===== src/rtl/fb_pkg.sv =====
// Shared framebuffer geometry, grant/clear-state encodings and the scanout address helper.
// The 320-wide row stride is built from two shifts so no multiplier is inferred.
package fb_pkg;

  localparam int FB_W    = 320;
  localparam int FB_H    = 240;
  localparam int ADDR_W  = 17;
  localparam int DATA_W  = 8;
  localparam int FB_SIZE = FB_W * FB_H;

  localparam logic [ADDR_W-1:0] FB_SIZE_A = ADDR_W'(FB_SIZE);
  localparam logic [ADDR_W-1:0] LAST_PIX  = ADDR_W'(FB_SIZE - 1);

  typedef enum logic [1:0] {
    GNT_NONE,
    GNT_SCAN,
    GNT_CLR,
    GNT_WR
  } gnt_e;

  typedef enum logic [1:0] {
    CLR_IDLE,
    CLR_RUN,
    CLR_DONE
  } clr_state_e;

  // Screen coordinates are pixel-doubled: halve both, then row*320 = (row<<8)+(row<<6).
  function automatic logic [ADDR_W-1:0] fb_scan_addr(input logic [9:0] x, input logic [8:0] y);
    logic [ADDR_W-1:0] yh;
    logic [ADDR_W-1:0] xh;
    yh = ADDR_W'(y >> 1);
    xh = ADDR_W'(x >> 1);
    return (yh << 8) + (yh << 6) + xh;
  endfunction

endpackage


===== src/rtl/fb_clear_engine.sv =====
// Screen-clear engine: writes a latched colour to every pixel, one pixel per granted cycle.
// Requests continuously while running; o_done is registered and trails the last write by a cycle.
module fb_clear_engine
  import fb_pkg::*;
(
  input  logic              i_clk,
  input  logic              i_rst,
  input  logic              i_start,
  input  logic [DATA_W-1:0] i_start_data,
  input  logic              i_gnt,
  output logic              o_req,
  output logic [ADDR_W-1:0] o_addr,
  output logic [DATA_W-1:0] o_data,
  output logic              o_busy,
  output logic              o_hold,
  output logic              o_done
);

  clr_state_e        state_q, state_d;
  logic [ADDR_W-1:0] ptr_q, ptr_d;
  logic [DATA_W-1:0] colour_q, colour_d;
  logic              done_q, done_d;

  always_comb begin
    state_d  = state_q;
    ptr_d    = ptr_q;
    colour_d = colour_q;
    done_d   = 1'b0;
    case (state_q)
      CLR_IDLE: begin
        if (i_start) begin
          colour_d = i_start_data;
          ptr_d    = '0;
          state_d  = CLR_RUN;
        end
      end
      CLR_RUN: begin
        if (i_gnt) begin
          ptr_d = ptr_q + ADDR_W'(1);
          if (ptr_q == LAST_PIX) begin
            state_d = CLR_DONE;
          end
        end
      end
      CLR_DONE: begin
        done_d  = 1'b1;
        state_d = CLR_IDLE;
      end
      default: state_d = CLR_IDLE;
    endcase
  end

  always_ff @(posedge i_clk) begin
    if (i_rst) begin
      state_q  <= CLR_IDLE;
      ptr_q    <= '0;
      colour_q <= '0;
      done_q   <= 1'b0;
    end else begin
      state_q  <= state_d;
      ptr_q    <= ptr_d;
      colour_q <= colour_d;
      done_q   <= done_d;
    end
  end

  assign o_req  = (state_q == CLR_RUN);
  assign o_busy = (state_q == CLR_RUN);
  // Writer stays locked out through the DONE cycle so its ack cannot land with the done pulse.
  assign o_hold = (state_q != CLR_IDLE);
  assign o_addr = ptr_q;
  assign o_data = colour_q;
  assign o_done = done_q;

endmodule


===== src/rtl/fb_arbiter.sv =====
// Single-port framebuffer arbiter: scanout > clear > writer, one registered RAM access per cycle.
// Scanout pixel appears 3 edges after its strobe; writer/clear stall (never drop) while outranked or gated.
module fb_arbiter
  import fb_pkg::*;
(
  input  logic              i_clk,
  input  logic              i_rst,
  input  logic              i_pix_stb,
  input  logic              i_active,
  input  logic              i_vblank,
  input  logic [9:0]        i_x,
  input  logic [8:0]        i_y,
  input  logic              i_vsync_only,
  input  logic              i_wr_req,
  input  logic [ADDR_W-1:0] i_wr_addr,
  input  logic [DATA_W-1:0] i_wr_data,
  output logic              o_wr_ack,
  input  logic              i_clr_req,
  input  logic [DATA_W-1:0] i_clr_data,
  output logic              o_clr_busy,
  output logic              o_clr_done,
  output logic              o_ram_en,
  output logic              o_ram_we,
  output logic [ADDR_W-1:0] o_ram_addr,
  output logic [DATA_W-1:0] o_ram_wdata,
  input  logic [DATA_W-1:0] i_ram_rdata,
  output logic [DATA_W-1:0] o_pix_data
);

  gnt_e              gnt;
  logic              scan_q, scan_d;
  logic [ADDR_W-1:0] scan_addr_q, scan_addr_d;
  logic              ram_en_q, ram_en_d;
  logic              ram_we_q, ram_we_d;
  logic [ADDR_W-1:0] ram_addr_q, ram_addr_d;
  logic [DATA_W-1:0] ram_wdata_q, ram_wdata_d;
  logic              wr_ack_q, wr_ack_d;
  logic              rd1_q, rd1_d;
  logic              rd2_q, rd2_d;
  logic [DATA_W-1:0] pix_q, pix_d;
  logic              wr_ok;
  logic              clr_req;
  logic              clr_gnt;
  logic              clr_hold;
  logic [ADDR_W-1:0] clr_addr;
  logic [DATA_W-1:0] clr_data;

  fb_clear_engine u_clear (
    .i_clk        (i_clk),
    .i_rst        (i_rst),
    .i_start      (i_clr_req),
    .i_start_data (i_clr_data),
    .i_gnt        (clr_gnt),
    .o_req        (clr_req),
    .o_addr       (clr_addr),
    .o_data       (clr_data),
    .o_busy       (o_clr_busy),
    .o_hold       (clr_hold),
    .o_done       (o_clr_done)
  );

  assign clr_gnt = (gnt == GNT_CLR);

  always_comb begin
    scan_d      = i_pix_stb & i_active & ~i_x[0];
    scan_addr_d = scan_d ? fb_scan_addr(i_x, i_y) : scan_addr_q;
    wr_ok       = ~i_vsync_only | i_vblank;

    // wr_ack_q masks the writer's still-held request in its ack cycle; i_clr_req wins a tie in IDLE.
    gnt = GNT_NONE;
    if (scan_q) begin
      gnt = GNT_SCAN;
    end else if (clr_req && wr_ok) begin
      gnt = GNT_CLR;
    end else if (i_wr_req && wr_ok && !wr_ack_q && !clr_hold && !i_clr_req) begin
      gnt = GNT_WR;
    end

    ram_en_d    = 1'b0;
    ram_we_d    = 1'b0;
    ram_addr_d  = ram_addr_q;
    ram_wdata_d = ram_wdata_q;
    wr_ack_d    = 1'b0;
    case (gnt)
      GNT_SCAN: begin
        ram_en_d   = 1'b1;
        ram_addr_d = scan_addr_q;
      end
      GNT_CLR: begin
        ram_en_d    = 1'b1;
        ram_we_d    = 1'b1;
        ram_addr_d  = clr_addr;
        ram_wdata_d = clr_data;
      end
      GNT_WR: begin
        wr_ack_d = 1'b1;
        if (i_wr_addr < FB_SIZE_A) begin
          ram_en_d    = 1'b1;
          ram_we_d    = 1'b1;
          ram_addr_d  = i_wr_addr;
          ram_wdata_d = i_wr_data;
        end
      end
      default: ;
    endcase

    rd1_d = (gnt == GNT_SCAN);
    rd2_d = rd1_q;
    pix_d = rd2_q ? i_ram_rdata : pix_q;
  end

  always_ff @(posedge i_clk) begin
    if (i_rst) begin
      scan_q      <= 1'b0;
      scan_addr_q <= '0;
      ram_en_q    <= 1'b0;
      ram_we_q    <= 1'b0;
      ram_addr_q  <= '0;
      ram_wdata_q <= '0;
      wr_ack_q    <= 1'b0;
      rd1_q       <= 1'b0;
      rd2_q       <= 1'b0;
      pix_q       <= '0;
    end else begin
      scan_q      <= scan_d;
      scan_addr_q <= scan_addr_d;
      ram_en_q    <= ram_en_d;
      ram_we_q    <= ram_we_d;
      ram_addr_q  <= ram_addr_d;
      ram_wdata_q <= ram_wdata_d;
      wr_ack_q    <= wr_ack_d;
      rd1_q       <= rd1_d;
      rd2_q       <= rd2_d;
      pix_q       <= pix_d;
    end
  end

  assign o_ram_en    = ram_en_q;
  assign o_ram_we    = ram_we_q;
  assign o_ram_addr  = ram_addr_q;
  assign o_ram_wdata = ram_wdata_q;
  assign o_wr_ack    = wr_ack_q;
  assign o_pix_data  = pix_q;

endmodule


===== config.mk =====
export PLATFORM = sky130hd
export DESIGN_NAME = fb_arbiter
export DESIGN_NICKNAME = d
export VERILOG_FILES = /design/src/rtl/fb_pkg.sv /design/src/rtl/fb_clear_engine.sv /design/src/rtl/fb_arbiter.sv
export SDC_FILE = /design/constraint.sdc
export NUM_CORES = 1
export LEC_CHECK = 0
export BUFFER_PORTS_ARGS = -buffer_cell sky130_fd_sc_hd__buf_2
export CAP_MARGIN = 10
export CELL_PAD_IN_SITES_DETAIL_PLACEMENT = 0
export CELL_PAD_IN_SITES_GLOBAL_PLACEMENT = 2
export CORE_UTILIZATION = 32
export CTS_BUF_LIST = sky130_fd_sc_hd__clkbuf_4 sky130_fd_sc_hd__clkbuf_8
export DETAILED_ROUTE_END_ITERATION = 7
export PLACE_DENSITY_LB_ADDON = 0.15
export REMOVE_ABC_BUFFERS = 1
export SYNTH_ARGS = -nofsm -noshare
export SYNTH_HDL_FRONTEND = slang
export SYNTH_SLANG_ARGS = --single-unit

===== constraint.sdc =====
create_clock -name i_clk -period 3.8 [get_ports i_clk]
set_clock_uncertainty 0.2 [all_clocks]
set_input_delay 0.95 -clock i_clk [delete_from_list [all_inputs] [get_ports i_clk]]
set_output_delay 0.95 -clock i_clk [all_outputs]
set_load 0.02 [all_outputs]

; Word level (Yosys, flattened, before mapping)
; Index checks and enable logic that the tools add are counted.
[totals]
regBits = 84
latchBits = 0
mem_bits_rw = 0
romBits = 0
inputBits = 68
output_inout_bits = 38
elab_cells = 71
memories = 0
[op_classes]
addsub = 3
mul = 0
n_div = 0
order_cmp = 1
n_eq_ne = 10
shifts = 0
mux = 19
n_bitwise = 5
reduce_logical = 19
[ops]
columns = op, count
row1 = $mux W17, 3
row2 = $pmux W17 S3, 1
row3 = $pmux W17 S2, 1
row4 = $add A16 B14 Y17, 1
row5 = $add A17 B1 Y17 const B, 1
row6 = $add A17 B9 Y17, 1
row7 = $eq A17 B17 Y1 const B, 1
row8 = $lt A17 B17 Y1 const B, 1
row9 = $pmux W8 S2, 1
row10 = $mux W2, 6
row11 = $mux W8, 1
row12 = $eq A2 B2 Y1 const B, 3
row13 = $reduce_and A2 Y1, 3
row14 = $reduce_and A3 Y1, 2
row15 = $reduce_bool A2 Y1, 3
row16 = $logic_and A1 B1 Y1, 5
row17 = $eq A2 B1 Y1 const B, 2
row18 = $ne A2 B1 Y1 const B, 2
row19 = $ne A2 B2 Y1 const B, 2
row20 = $pmux W1 S2, 2
row21 = $pmux W2 S2, 1
row22 = $logic_not A1 Y1, 3
row23 = $mux W1, 3
row24 = $reduce_bool A3 Y1, 1
row25 = 5 further kinds, 7

; Logic depth before layout (Yosys ltp)
; Gate-level depths: netlist (run 1).
[depth]
depth_word = 12
ltp_mapped = 11
ltp_nobuf = 9

; Modules after synthesis
; A second synthesis (run 1) with hierarchy kept.
[hier_totals]
hier_cells = 475
hier_area_um2 = 4221.5
[by_module_without_submodules]
columns = mod, instances, cells_each, area_each_um2, seq_area_each_um2
row1 = fb_arbiter, 1, 331, 3024.2, 1121.1
row2 = fb_clear_engine, 1, 144, 1197.4, 560.5

; Worst setup path after synthesis (run 1)
; OpenSTA, ideal clock, no wires.
[synth_path]
kind = in2reg
start = input i_clr_req
end = register ram_addr_q[16] (netlist: o_ram_addr[16])
t_arrival_ns = 2.904
path_slack_ns = 0.607
cell_stages = 9
cell_sequence = nor3b_1 -> nor2_1 -> nor4_1 -> ha_1 -> buf_2 -> buf_2 -> clkbuf_1 -> a22oi_1 -> a311oi_2
[synth_via]
elab_chain_cells = 8
elab_cells_between_ends = 12
classes_between = eq/ne: 4 / mux: 4 / reduce/logical: 4
[synth_rtl]
columns = element, line_no
row1 = start: declaration, fb_arbiter.sv:18  ; input logic i_clr_req,
row2 = $logic_not A1 Y1 *, fb_arbiter.sv:75  ; end else if (i_wr_req && wr_ok && !wr_ack_q && !clr_hold && !i_clr_req) begin
row3 = $logic_and A1 B1 Y1 *, fb_arbiter.sv:75
row4 = $mux W2 *, fb_arbiter.sv:75
row5 = $mux W2 *, fb_arbiter.sv:73  ; end else if (clr_req && wr_ok) begin
row6 = $mux W2 *, fb_arbiter.sv:71  ; if (scan_q) begin
row7 = $eq A2 B2 Y1 or $eq A2 B1 Y1 (tied branches), fb_arbiter.sv:84  ; case (gnt)
row8 = $ne A2 B2 Y1 (no source line) or $reduce_bool A3 Y1 (tied branches), n/a
row9 = $reduce_and A2 Y1 (no source line), n/a
row10 = end signal: assignment, fb_arbiter.sv:129  ; ram_addr_q <= ram_addr_d;
row11 = end: declaration, fb_arbiter.sv:35  ; logic [ADDR_W-1:0] ram_addr_q, ram_addr_d;
; Mark *: on every way between the ends. The rest lies on a longest branch, timed or not.
; A chain may end at the register's enable or synchronous reset.

; Worst setup path after layout (run 1)
[layout_path]
start = input i_clr_req
end = register u_clear.ptr_q[5] (netlist: u_clear.o_addr[5])
[layout_via]
elab_chain_cells = 8
elab_cells_between_ends = 9
classes_between = eq/ne: 3 / mux: 3 / reduce/logical: 3
[layout_rtl]
columns = element, line_no
row1 = $logic_not A1 Y1, fb_arbiter.sv:75
row2 = $logic_and A1 B1 Y1, fb_arbiter.sv:75
row3 = $mux W2, fb_arbiter.sv:75
row4 = $mux W2, fb_arbiter.sv:73
row5 = $mux W2, fb_arbiter.sv:71
row6 = $eq A2 B2 Y1, fb_arbiter.sv:62  ; assign clr_gnt = (gnt == GNT_CLR);
row7 = $ne A2 B1 Y1 (no source line), n/a
row8 = $reduce_and A3 Y1 (no source line) *, n/a
row9 = end signal: assignment, fb_clear_engine.sv:61  ; ptr_q <= ptr_d;
row10 = end: declaration, fb_clear_engine.sv:20  ; logic [ADDR_W-1:0] ptr_q, ptr_d;
; Marked as above.

==> results of run 1 <==
==> logic make-up (layout without fill, tap and decap cells) <==
family | after synthesis | count (layout) | share of synthesized area (%)
buf+inv | 34 | 139 | 3.90
mux | 17 | 17 | 4.24
flops | 84 | 84 | 41.9
simple gates | 168 | 168 | 18.9
compound gates | 91 | 91 | 19.3
fa+ha+maj | 23 | 23 | 7.55
xor+xnor | 19 | 19 | 4.15
==> per-layer routing <==
layer / part of all wire, % / global-route usage, % / vias to the layer above
li1: - / - / 1751
met1: 48 / 22.3 / 1547
met2: 46 / 26.3 / 77
met3: 4.5 / 3.24 / 6
met4: 0.96 / 6.23 / 0
met5: 0 / 0 / -
==> cell usage in the layout (no fill, tap or decap), drive strengths merged, types with 2 or more instances in the layout <==
| cell type | netlist | layout |
|---|---|---|
| a211o | 2 | 2 |
| a211oi | 11 | 11 |
| a21o | 3 | 3 |
| a21oi | 21 | 21 |
| a22o | 8 | 8 |
| a22oi | 17 | 17 |
| a311oi | 17 | 17 |
| a31oi | 4 | 4 |
| and3 | 6 | 6 |
| and4 | 2 | 2 |
| buf | 10 | 113 |
| bufinv | 0 | 5 |
| clkbuf | 14 | 9 |
| dfxtp | 84 | 84 |
| fa | 2 | 2 |
| ha | 21 | 21 |
| inv | 10 | 10 |
| mux2i | 17 | 17 |
| nand2 | 55 | 55 |
| nand2b | 2 | 2 |
| nand3 | 12 | 12 |
| nand4 | 7 | 7 |
| nor2 | 64 | 64 |
| nor2b | 7 | 7 |
| nor3 | 3 | 3 |
| nor3b | 3 | 3 |
| nor4 | 2 | 2 |
| o21ai | 5 | 5 |
| or4 | 2 | 2 |
| xnor2 | 2 | 2 |
| xor2 | 17 | 17 |
==> report_power, final <==
part / switching, W / total, W / internal, W
registers: 0.0000313 / 0.000972 / 0.000940
logic: 0.000284 / 0.000461 / 0.000176
clock network: 0.000330 / 0.000898 / 0.000568
total: 0.000645 / 0.00233 / 0.00168
==> registers in the layout, indices dropped and copies added, names as in the netlist, 2 cells and up <==
name / cells
o_pix_data: 8
o_ram_addr: 17
o_ram_wdata: 8
scan_addr_q: 17
u_clear.o_addr: 17
u_clear.o_data: 8
u_clear.state_q: 2
==> layout make-up <==
class	count	area [um^2]	area share, %
clock buffer	9	124	2.48
clock inverter	7	163	3.26
inverter	10	37.5	0.753
multi-input combinational	318	2170	43.5
sequential	84	1680	33.7
tap	168	210	4.21
timing repair buffer	113	601	12.0
==> critical path, delay by kind of cell <==
kind                     cells  cell delay [ns]
XOR/XNOR                     1             0.12
AND/OR/NAND/NOR              6             1.63
multiplexers                 1             0.16
adder cells (fa/ha/maj)      1             0.28
buffers and inverters        1             0.12
==> metrics by stage <==
| stage | power (W) | setup TNS (ns) |
|---|---|---|
| floorplan | 0.00128 | -4.67 |
| global placement | 0.00145 | 0 |
| detailed placement | 0.00146 | 0 |
| CTS | 0.00236 | 0 |
| global route | 0.00245 | 0 |
| finish | 0.00233 | 0 |
==> worst max-delay path by stage <==
| stage | slack [ns] | to |
|---|---|---|
| floorplan | -0.28 | o_ram_addr[10] |
| global placement | 0.21 | u_clear.o_addr[5] |
| detailed placement | 0.16 | u_clear.o_addr[5] |
| CTS | 0.54 | u_clear.o_addr[5] |
| global route | 0.36 | u_clear.o_addr[6] |
| finish | 0.56 | u_clear.o_addr[5] |
==> results.py, run 1 <==
metrics = {
    "run_status": {
        "run_status": "finished, final reports clean",
    },
    "grt": {
        "grt_start_max_net_pins": 35,
        "grt_pass1_wl_mm": 16.5,
        "grt_overflow": 0,
        "grt_pass1_vias": 3177,
        "grt_usage_pct": 16.6,
        "grt_antenna_before_repair": 0,
    },
    "route": {
        "finalWirelength_mm": 10.3,
        "route.detailed.wl_per_inst_um": 14.5,
        "drc": 0,
        "drt_first_pass_iters": 4,
        "via_per_inst": 4.77,
        "vias": 3381,
        "drt_iter0_markers": 123,
        "antenna_left": 0,
    },
    "sta": {
        "fin_ws_ns": 0.556,
        "slew_headroom_pct": 45.0,
        "slew_viol_final": 0,
        "finalSetupViolCount": 0,
        "rsz0062_at_grt": "no",
        "fmax_ghz": 0.308,
        "hold_viol": 0,
        "holdWs_ns": 0.239,
        "post-route-period-util_pct": 85.4,
        "finalCriticalPeriod_ns": 3.24,
        "tightest_slew_ns": 0.825,
    },
    "cts": {
        "post-cts-setup-buffer-count": 0,
        "clkTransAtPathRegs_ns": 0.08,
        "cts_buffers": 9,
        "cts_resized": 0,
        "root_buffer": "clkbuf_8",
        "clockBufferDepth": 2,
        "ctsHtreeMaxLevel": 3,
        "numClockSinks": 84,
        "cts-hold-fix-buffers": 0,
        "cts_tree": "built",
        "clock_latency_ns": 0.36,
    },
    "synth": {
        "ys.flop_type": "dfxtp_1",
        "yosys_register_bits": 84,
        "yosys_warnings": 0,
        "synthArstFlopShare_pct": 0,
        "synth_edf_count": 0,
        "netlist_area_mm2": 0.00401,
        "netlist_top_cells_count": "dfxtp_1 (84), nor2_1 (64), nand2_1 (55)",
        "synth.distinct_cells": 43,
        "synth.area.top_cells": "dfxtp_1 (42%), ha_1 (6.6%), nor2_1 (6.0%), nand2_1 (5.1%), a311oi_2 (4.9%)",
        "yosysMostFrequentCell": "dfxtp_1",
        "synth.avg_cell_area_um2": 9.19,
        "yosysTopAreaCell": "dfxtp_1",
        "synth_top_area_share_pct": 41.9,
        "synthCells": 436,
        "ys_seq_area_share_pct": 41.9,
    },
    "worst_setup_path": {
        "required_ns": 3.83,
        "worstSetupPathType": "in -> reg",
        "path_cells": "buf_2, nor3b_1, nor2_1, nor4_1, ha_1, mux2i_1, nor3_2, and3_1, xnor2_1, nor2_1",
        "crit_fanout": 7,
        "r2r_start": "o_wr_ack",
        "cpPeakStageDelay_ns": 0.49,
        "ff2ff_path_depth": 9,
        "cp.arrival_ns": 3.27,
        "r2r-end": "u_clear.o_addr[5]",
        "cpMostUsedCell": "nor2_1",
        "cp-startpoint": "i_clr_req",
        "cp-end-kind": "register",
        "ff2ff_setup_slack_ns": 0.95,
        "startpoint_type": "primary input",
        "slowest_stage": "nor3_2",
    },
    "die": {
        "fp.dieW_um": 114,
        "die-area_mm2": 0.0130,
        "rows": 40,
        "ios": 106,
        "start_util_pct": 33.1,
        "core_area_mm2": 0.0121,
        "die-height_um": 114,
    },
    "layout": {
        "instances_no_fill": 709,
        "design_area_mm2": 0.00499,
        "final_core_util_pct": 41.2,
        "diodes": 0,
        "finalNetCount": 627,
        "fillers": 1275,
        "final_layout_size_suffix_gt1_share_pct": 27.4,
        "syn_to_final_growth_pct": 24.4,
    },
    "placement": {
        "dp_hpwl_mm": 7.48,
        "pre_cts_ws_ns": 0.157,
        "dpl_cell_area_mm2": 0.00470,
        "io_buffers": 104,
        "dpl.cell_count": 693,
        "gp_congestion": 0.775,
    },
    "min_path": {
        "min-delay-start": "rd1_q",
        "holdPathEnd": "rd2_q",
        "hold_path_depth": 1,
        "hold_path_class": "reg -> reg",
    },
    "run": {
        "maxCapViolations": 0,
    },
    "power": {
        "ir_drop_mv": 0.225,
        "power_leakage_nw": 2.08,
        "pwr_density_cell_mw_per_mm2": 467,
    },
}
Power figures use the tool's default switching activity.
==> run 2, diff against run 1 <==
--- a/config.mk
+++ b/config.mk
@@ -12,8 +12,10 @@
 export CORE_UTILIZATION = 32
 export CTS_BUF_LIST = sky130_fd_sc_hd__clkbuf_4 sky130_fd_sc_hd__clkbuf_8
 export DETAILED_ROUTE_END_ITERATION = 7
+export MAX_ROUTING_LAYER = met4
 export PLACE_DENSITY_LB_ADDON = 0.15
 export REMOVE_ABC_BUFFERS = 1
+export SKIP_LAST_GASP = 1
 export SYNTH_ARGS = -nofsm -noshare
 export SYNTH_HDL_FRONTEND = slang
 export SYNTH_SLANG_ARGS = --single-unit
==> run 2 against run 1 <==
Wire length fell by 0.47%. Maximum frequency rose by 0.16%. Cell count unchanged. Non-clock buffer count unchanged. Combinational power barely moved. Core utilization stayed put. Clock-buffer cell count did not move. Register-to-register slack about the same. Die area unchanged. Cell area did not move. First-iteration DRC count decreased by 4.1%. Highest routed layer unchanged.
==> results.py, run 2 (synthesis results as in run 1) <==
metrics = {
    "placement": {
        "gp_congestion": 0.785,
        "dp_hpwl_mm": 7.48,
        "dpl_cell_area_mm2": 0.00470,
        "dpl.cell_count": 693,
        "io_buffers": 104,
        "pre_cts_ws_ns": 0.157,
    },
    "route": {
        "route.detailed.wl_per_inst_um": 14.4,
        "antenna_left": 0,
        "vias": 3394,
        "drt_first_pass_iters": 4,
        "via_per_inst": 4.79,
        "finalWirelength_mm": 10.2,
        "drc": 0,
        "drt_iter0_markers": 118,
    },
    "die": {
        "start_util_pct": 33.1,
        "core_area_mm2": 0.0121,
        "ios": 106,
        "fp.dieW_um": 114,
        "die-height_um": 114,
        "die-area_mm2": 0.0130,
        "rows": 40,
    },
    "layout": {
        "final_core_util_pct": 41.2,
        "instances_no_fill": 709,
        "layout_common_cells": "buf_2 (104), dfxtp_1 (84), nor2_1 (64)",
        "design_area_mm2": 0.00499,
        "finalNetCount": 627,
        "final_common_cell": "buf_2",
        "final_layout_size_suffix_gt1_share_pct": 27.4,
        "fillers": 1275,
        "diodes": 0,
        "syn_to_final_growth_pct": 24.4,
    },
    "grt": {
        "grt_overflow": 0,
        "grt_pass1_wl_mm": 16.5,
        "grt_antenna_before_repair": 0,
        "grt_start_max_net_pins": 35,
        "grt_pass1_vias": 3183,
        "grt_usage_pct": 17.0,
    },
    "worst_setup_path": {
        "startpoint_type": "primary input",
        "cp-end-kind": "register",
        "ff2ff_path_depth": 9,
        "cp.buffers_inverters": 1,
        "cpMostUsedCell": "nor2_1",
        "required_ns": 3.83,
        "crit_fanout": 7,
        "cp.arrival_ns": 3.27,
        "worstSetupPathType": "in -> reg",
        "cpPeakStageDelay_ns": 0.50,
        "path_cells": "buf_2, nor3b_1, nor2_1, nor4_1, ha_1, mux2i_1, nor3_2, and3_1, xnor2_1, nor2_1",
        "critical_path.top_delay_family": "simple AND/OR/NAND/NOR gates",
        "slowest_stage": "nor3_2",
        "critical_path_depth": 10,
    },
    "min_path": {
        "hold_path_depth": 1,
        "hold_path_class": "reg -> reg",
    },
    "sta": {
        "fmax_ghz": 0.309,
        "hold_viol": 0,
        "tightest_slew_ns": 0.821,
        "rsz0062_at_grt": "no",
        "finalSetupViolCount": 0,
        "finalCriticalPeriod_ns": 3.24,
        "fin_ws_ns": 0.562,
        "slew_headroom_pct": 45.3,
        "slew_viol_final": 0,
        "post-route-period-util_pct": 85.2,
    },
    "run_status": {
        "run_status": "finished, final reports clean",
    },
    "cts": {
        "post-cts-setup-buffer-count": 0,
        "cts_tree": "built",
        "cts_buffers": 9,
        "root_buffer": "clkbuf_8",
        "ctsHtreeMaxLevel": 3,
        "cts-hold-fix-buffers": 0,
        "clockBufferDepth": 2,
        "numClockSinks": 84,
        "clkTransAtPathRegs_ns": 0.08,
        "cts_resized": 0,
        "clock_latency_ns": 0.36,
    },
    "power": {
        "pwr_density_cell_mw_per_mm2": 468,
        "power_leakage_nw": 2.08,
        "power_w": 0.00233,
        "ir_drop_mv": 0.224,
    },
    "run": {
        "maxCapViolations": 0,
    },
}
run 2: cell counts in the layout (fill, tap and decap cells not counted):
Identical to the previous run, type by type.
run 2: metal layers:
layer	track usage, %	vias to the layer above	wire length [um]
met2	26.5	77	4820
li1	-	1750	-
met3	3.24	12	454
met5	-	-	0
met4	6.23	0	146
met1	22.0	1555	4820
run 2: where the power goes:
part           switching (W)  internal (W)
Combinational       0.000283      0.000176
Clock               0.000332      0.000568
Sequential         0.0000313      0.000940
Total               0.000647       0.00168
run 2: per-stage QoR:
stage / setup TNS [ns] / hold WS (ns)
finish: 0 / 0.239
global placement: 0 / 0.216
CTS: 0 / 0.243
floorplan: -4.67 / 0.214
global route: 0 / 0.276
detailed placement: 0 / 0.222
run 2: worst register-to-register path, cell delays in order, from the launching register on:
cell and delay [ns]:
dfxtp_1 0.31, nor3b_1 0.29, nor2_1 0.07, nor4_1 0.48, ha_1 0.28, mux2i_1 0.16, nor3_2 0.50, and3_1 0.25
xnor2_1 0.12, nor2_1 0.05
run 2: worst paths after layout:
path | startpoint | endpoint | slack (ns)
setup / recovery | i_clr_req | u_clear.o_addr[5] | 0.56
hold / removal | rd1_q | rd2_q | 0.24
setup reg to reg | o_wr_ack | u_clear.o_addr[5] | 0.96
hold reg to reg | rd1_q | rd2_q | 0.24
run 2: layout make-up:
class / count / area, um^2 / area share [%]
inverters: 10 / 37.5 / 0.753
repair buffers: 113 / 601 / 12.0
multi-input cells: 318 / 2170 / 43.5
well taps: 168 / 210 / 4.21
flip-flops and latches: 84 / 1680 / 33.7
clock inverters: 7 / 163 / 3.26
clock buffers: 9 / 124 / 2.48
